[config.mk]
export PLATFORM = sky130hd
export DESIGN_NAME = fp_add_stage3_mantissa_addsub
export DESIGN_NICKNAME = d
export VERILOG_FILES = /design/src/rtl/fp_add_pkg.sv /design/src/rtl/fp_mag_addsub.sv /design/src/rtl/fp_add_stage3_mantissa_addsub.sv
export SDC_FILE = /design/constraint.sdc
export NUM_CORES = 1
export LEC_CHECK = 0
export ABC_AREA = 1
export CAP_MARGIN = 10
export CORE_MARGIN = 2
export CORE_UTILIZATION = 44
export CTS_CLUSTER_SIZE = 24
export DETAILED_ROUTE_END_ITERATION = 8
export GPL_TIMING_DRIVEN = 0
export PLACE_DENSITY = 0.63
export SLEW_MARGIN = 20
export SYNTH_ARGS = -nofsm -noshare
export SYNTH_HDL_FRONTEND = slang
export SYNTH_SLANG_ARGS = --single-unit
[constraint.sdc]
create_clock -name clk -period 4.3 [get_ports clk]
set_input_delay 1.29 -clock clk [delete_from_list [all_inputs] [get_ports clk]]
set_output_delay 1.29 -clock clk [all_outputs]
set_load 0.01 [all_outputs]
[src/rtl/fp_add_pkg.sv]
// Shared constants and stage-3 payload type for the single-precision FP adder pipeline.
package fp_add_pkg;

  localparam int unsigned MAN_W = 24;
  localparam int unsigned EXP_W = 8;
  localparam int unsigned SUM_W = MAN_W + 1;

  typedef struct packed {
    logic [SUM_W-1:0] sum_man;
    logic [EXP_W-1:0] exp;
    logic             sign;
    logic             zero;
  } s3_payload_t;

endpackage

[src/rtl/fp_mag_addsub.sv]
// Combinational signed-magnitude add/subtract of aligned mantissas with result sign and cancellation flag.
module fp_mag_addsub
  import fp_add_pkg::*;
(
  input  logic [MAN_W-1:0] man_a,
  input  logic [MAN_W-1:0] man_b,
  input  logic             sign_a,
  input  logic             sign_b,
  output logic [SUM_W-1:0] sum_c,
  output logic             sign_c,
  output logic             zero_c
);

  // Subtract the smaller magnitude from the larger so the difference never carries out.
  always_comb begin
    sum_c  = '0;
    sign_c = sign_a;
    zero_c = 1'b0;
    if (sign_a == sign_b) begin
      sum_c = SUM_W'(man_a) + SUM_W'(man_b);
    end else if (man_a > man_b) begin
      sum_c = SUM_W'(man_a - man_b);
    end else if (man_a < man_b) begin
      sum_c  = SUM_W'(man_b - man_a);
      sign_c = sign_b;
    end else begin
      zero_c = 1'b1;
      sign_c = 1'b0;
    end
  end

endmodule

[src/rtl/fp_add_stage3_mantissa_addsub.sv]
// FP adder stage 3: mantissa add/subtract behind a two-entry skid pipeline.
// Optional FP_ADD_ZERO_FLAG_EN adds zero_res and forces exp_out to 0 on exact cancellation.
module fp_add_stage3_mantissa_addsub
  import fp_add_pkg::*;
(
  input  logic             clk,
  input  logic             rst,
  input  logic             in_valid,
  output logic             in_ready,
  input  logic [MAN_W-1:0] man_a,
  input  logic [MAN_W-1:0] man_b,
  input  logic             sign_a,
  input  logic             sign_b,
  input  logic [EXP_W-1:0] exp_in,
  output logic             out_valid,
  input  logic             out_ready,
  output logic [SUM_W-1:0] sum_man,
  output logic [EXP_W-1:0] exp_out,
  output logic             sum_sign
`ifdef FP_ADD_ZERO_FLAG_EN
  ,
  output logic             zero_res
`endif
);

  logic [SUM_W-1:0] mag_sum;
  logic             mag_sign;
  logic             mag_zero;

  s3_payload_t new_pl_c;
  s3_payload_t main_q, main_d;
  s3_payload_t skid_q, skid_d;
  logic        main_vld_q, main_vld_d;
  logic        skid_vld_q, skid_vld_d;
  logic        in_fire_c;
  logic        out_fire_c;

  fp_mag_addsub u_mag (
    .man_a  (man_a),
    .man_b  (man_b),
    .sign_a (sign_a),
    .sign_b (sign_b),
    .sum_c  (mag_sum),
    .sign_c (mag_sign),
    .zero_c (mag_zero)
  );

  // Payload assembled from the arithmetic result ahead of the registers.
  always_comb begin
    new_pl_c         = '0;
    new_pl_c.sum_man = mag_sum;
    new_pl_c.sign    = mag_sign;
`ifdef FP_ADD_ZERO_FLAG_EN
    new_pl_c.zero    = mag_zero;
    new_pl_c.exp     = mag_zero ? '0 : exp_in;
`else
    new_pl_c.zero    = 1'b0;
    new_pl_c.exp     = exp_in;
`endif
  end

`ifndef FP_ADD_ZERO_FLAG_EN
  logic unused_zero;
  assign unused_zero = mag_zero ^ main_q.zero;
`endif

  assign in_ready   = ~skid_vld_q;
  assign in_fire_c  = in_valid & in_ready;
  assign out_fire_c = main_vld_q & out_ready;

  // Skid control: main refills from skid first so ordering is preserved.
  always_comb begin
    main_d     = main_q;
    main_vld_d = main_vld_q;
    skid_d     = skid_q;
    skid_vld_d = skid_vld_q;
    if (!main_vld_q || out_fire_c) begin
      if (skid_vld_q) begin
        main_d     = skid_q;
        main_vld_d = 1'b1;
        skid_vld_d = in_fire_c;
        if (in_fire_c) begin
          skid_d = new_pl_c;
        end
      end else begin
        main_vld_d = in_fire_c;
        if (in_fire_c) begin
          main_d = new_pl_c;
        end
      end
    end else if (in_fire_c) begin
      skid_d     = new_pl_c;
      skid_vld_d = 1'b1;
    end
  end

  always_ff @(posedge clk or posedge rst) begin
    if (rst) begin
      main_q     <= '0;
      skid_q     <= '0;
      main_vld_q <= 1'b0;
      skid_vld_q <= 1'b0;
    end else begin
      main_q     <= main_d;
      skid_q     <= skid_d;
      main_vld_q <= main_vld_d;
      skid_vld_q <= skid_vld_d;
    end
  end

  assign out_valid = main_vld_q;
  assign sum_man   = main_q.sum_man;
  assign exp_out   = main_q.exp;
  assign sum_sign  = main_q.sign;
`ifdef FP_ADD_ZERO_FLAG_EN
  assign zero_res  = main_q.zero;
`endif

endmodule

==> impl_summary.txt <==
----------------------------------------------------
[Setup path]
  Cell type group with the largest total delay on the critical path ... simple AND/OR/NAND/NOR gates
  R2r startpoint ... skid_vld_q$_DFFE_PP0P_
  Kind of start point of the critical path ... input pin
  Worst path bufs/invs ... 5
  Critical Path Start ... man_a[17]
  Critical path cell sequence ... clkdlybuf4s50_1, inv_1, ha_1, buf_6, nand2_1, nor2_1, nand2_1, nor2_1, inv_2, nor2_8, inv_1, nand2_2, nor2_1, o21ai_1, nand2_1, nand2_1, nand2_1
  Critical Path Max Stage Delay ... 0.51 ns
  Most used cell along the critical path ... sky130_fd_sc_hd__nand2_1
  Worst endpoint data arrival time ... 4.15 ns
  Critical path data required time ... 4.52 ns
  Worst-path fanout max ... 10
  Cell type of the slowest stage on the worst timing path ... sky130_fd_sc_hd__clkdlybuf4s50_1
  Type of destination of the critical path ... flop
  Worst setup path class ... input pin to flop

[Finish]
  Filler cell count ... 2072
  Share of final-layout standard cells stronger than drive strength 1 ... 0.06572
  Area of combinational cells with multiple inputs ... 5764 um^2
  Post-layout net count ... 1760
  Relative area change from synthesis to final layout ... 18.97%
  Number of antenna repair diodes ... 0
  Area of all sequential standard cells ... 1752 um^2
  Final core occ ... 0.5364

[Yosys]
  Share of synthesized area occupied by flip-flops and latches ... 0.1983
  Largest cells by area after synthesis ... sky130_fd_sc_hd__nand2_1 (25%), sky130_fd_sc_hd__dfrtp_1 (20%), sky130_fd_sc_hd__inv_1 (10%)
  Area fraction of the dominant cell type after synthesis ... 0.2507
  Mean Syn Cell Area ... 5.834 um^2
  Syn. warnings ... 0
  Total of flip-flops plus latches after synthesis ... 70
  Post-synthesis cell count ... 1514
  Most frequent cells after synthesis ... sky130_fd_sc_hd__nand2_1 (590), sky130_fd_sc_hd__inv_1 (246), sky130_fd_sc_hd__nand3_1 (112), sky130_fd_sc_hd__nor2_1 (109)
  Post-Syn Area ... 8832 um^2
  Cell type with the highest aggregate area in the netlist ... sky130_fd_sc_hd__nand2_1
  Most used flip-flop cell after synthesis ... sky130_fd_sc_hd__dfrtp_1
  Net count after synthesis ... 1651
  Number of enable flip-flop cells after synthesis ... 0
  Cell with the most instances after synthesis ... sky130_fd_sc_hd__nand2_1
  Distinct cells, synth ... 39
  Share of synthesized registers carrying an async set or reset ... 1.000

[STA]
  Worst-case headroom to the max-slew limit ... 0.5664
  Final Hold Fails ... 0
  Final setup vio count ... 0
  Post-route clock period utilization ... 0.9136
  Worst setup slack after layout ... 0.3713 ns
  Max Clk Rate ... 0.2545 GHz
  Final slew viol count ... 0
  Setup repair after global routing missed its margin ... false
  Transition time at the pin with the least slew margin ... 0.6504 ns
  Final Critical Period ... 3.929 ns
  Sum Neg Setup Slack ... 0 ns
  Worst clock skew on the final layout ... 0.004448 ns

[Pwr]
  Static leakage ... 0.005982 uW
  Pwr Density ... 312.2 nW/um^2
  Maximum ir drop on the vdd rail ... 0.2417 mV

[Flow run]
  Reported max-cap violation count ... 0

[Drt]
  Number of remaining DRC errors ... 0
  Via density per instance ... 5.039
  Detailed-router iteration count before antenna repair ... 6
  Total number of vias ... 9539
  Antenna viol nets, final ... 0
  Number of DRC markers after the initial detailed-route iteration ... 832
  WL final ... 29620 um
  Routed length on met2 ... 13180 um
  Length of routed wiring on met1 ... 13780 um
  Top routing layer in use ... met4
  Post-DR wirelength/cell ... 15.64 um
  Met3 routed WL ... 1797 um

[Global routing]
  Pin count of the biggest net entering global routing ... 50
  Via count of the first global-routing pass ... 9239
  Initial antenna violation count ... 0
  Global-route usage over all layers ... 0.2855
  Wire length of the first global-routing pass ... 48360 um
  Remaining global-route overflow ... 0

[Clocking]
  CTS Root Buffer Type ... sky130_fd_sc_hd__clkbuf_16
  H-Tree Depth ... 3
  Count of clock tree sinks ... 70
  CTS clk-pin slew, worst paths ... 0.06 ns
  Clock tree from TritonCTS ... yes
  Post-CTS Setup Inserts ... 0
  Deepest clock path buffer count ... 2
  Number of hold-repair buffers added at the cts stage ... 0
  # resized after CTS ... 0
  Latest clock arrival within the worst-skew pair ... 0.33 ns
  Num CTS Buffers ... 9

[Placed design]
  DPL Wire Length ... 24970 um
  Worst setup slack before clock tree synthesis ... 0.06153 ns
  Input/output buffers ... 97
  Final estimated routing congestion in global placement ... 0.9490

[Worst hold path]
  Startpoint of the worst hold path ... sum_man[22]$_DFFE_PP0P_
  Hold Path Class ... flop to flop

[Floorplan]
  Number of placement rows ... 51
  Starting density of the core ... 0.4509
  Total core area ... 19590 um^2
  Die width ... 145.7 um
  Die area ... 21220 um^2
  Die Height ... 145.7 um
  IO Pins ... 98

[Run status]
  Result of the run ... finished clean

----------------------------------------------------
where the power goes:
group	leakage (uW)	internal [uW]	switching [uW]	total, uW
clock	0.000165	557	285	842
sequential	0.000852	825	73.2	898
combinational	0.00496	591	950	1540
worst reg2reg max path: stages, from the launching register on:
cell and delay [ns]:
sky130_fd_sc_hd__dfrtp_1 0.43, sky130_fd_sc_hd__nor2_1 0.10, sky130_fd_sc_hd__nor2_1 0.46, sky130_fd_sc_hd__clkinv_1 0.39, sky130_fd_sc_hd__clkbuf_1 0.36, sky130_fd_sc_hd__a21oi_1 0.20, sky130_fd_sc_hd__nand2_1 0.09, sky130_fd_sc_hd__nand2_1 0.06
cell type report:
| class | instances | area share |
|---|---|---|
| buffer | 49 | 0.03096 |
| tap | 265 | 0.03156 |
| sequential | 70 | 0.1667 |
| clock buffer | 12 | 0.02536 |
| inverter | 264 | 0.09455 |
| multi-input combinational | 1131 | 0.5486 |
| timing repair buffer | 98 | 0.09502 |
| clock inverter | 4 | 0.007264 |
cell families (layout without fill, tap and decap cells):
group | count (synthesis) | after routing | synth area share
buffers and inverters | 313 | 427 | 0.1490
AO/OA/AOI/OAI | 147 | 147 | 0.08741
AND/OR/NAND/NOR | 885 | 885 | 0.4326
XOR/XNOR | 24 | 24 | 0.02380
adder cells (fa/ha/maj) | 75 | 75 | 0.1088
flip-flops | 70 | 70 | 0.1983
flip-flops by register name, indices dropped and copies added, names as in the netlist:
register	count
exp_out	8
skid_q	34
out_valid	1
sum_man	25
skid_vld_q	1
sum_sign	1
routing by layer:
layer,track usage,vias to the layer above
met5,0,-
met4,0.07941,0
met3,0.03480,38
met2,0.4618,323
met1,0.4020,4335
li1,-,4843
worst paths after layout:
path	endpoint	slack, ns	cells after the start
min in group asynchronous	exp_out[5]$_DFFE_PP0P_	1.27	2
max	sum_man[1]$_DFFE_PP0P_	0.37	17
min	sum_man[22]$_DFFE_PP0P_	0.48	2
min reg2reg	sum_man[22]$_DFFE_PP0P_	0.48	2
max reg2reg	sum_man[7]$_DFFE_PP0P_	2.15	7
max in group asynchronous	skid_q[32]$_DFFE_PP0P_	2.49	3
through the flow:
stage               hold WS (ns)  cells  power [uW]  cell area, um^2
CTS                       0.4810   1893        3299            10510
global placement          0.4610   1876        2420            10130
global route              0.5079   1893        3543            10510
detailed placement        0.4647   1877        2439            10160
finish                    0.4759   1893        3281            10510
floorplan                 0.4487   1514        1866             8832
placed cells by master, fill, tap and decap left out, drive strengths merged:
| master | instances |
|---|---|
| o21bai | 2 |
| o211ai | 1 |
| xnor2 | 2 |
| nand4 | 24 |
| dfrtp | 70 |
| clkinvlp | 1 |
| ha | 72 |
| a21o | 2 |
| nand3 | 113 |
| or2 | 3 |
| xor2 | 22 |
| o21ai | 57 |
| nand3b | 2 |
| clkinv | 4 |
| a31oi | 9 |
| a21oi | 74 |
| a211oi | 1 |
| fa | 3 |
| bufinv | 2 |
| a21boi | 1 |
| clkdlybuf4s50 | 97 |
| nand2 | 616 |
| nor2 | 123 |
| clkbuf | 32 |
| inv | 261 |
| nor3 | 4 |
| buf | 30 |
No activity file was read; power rests on OpenSTA's default activity.
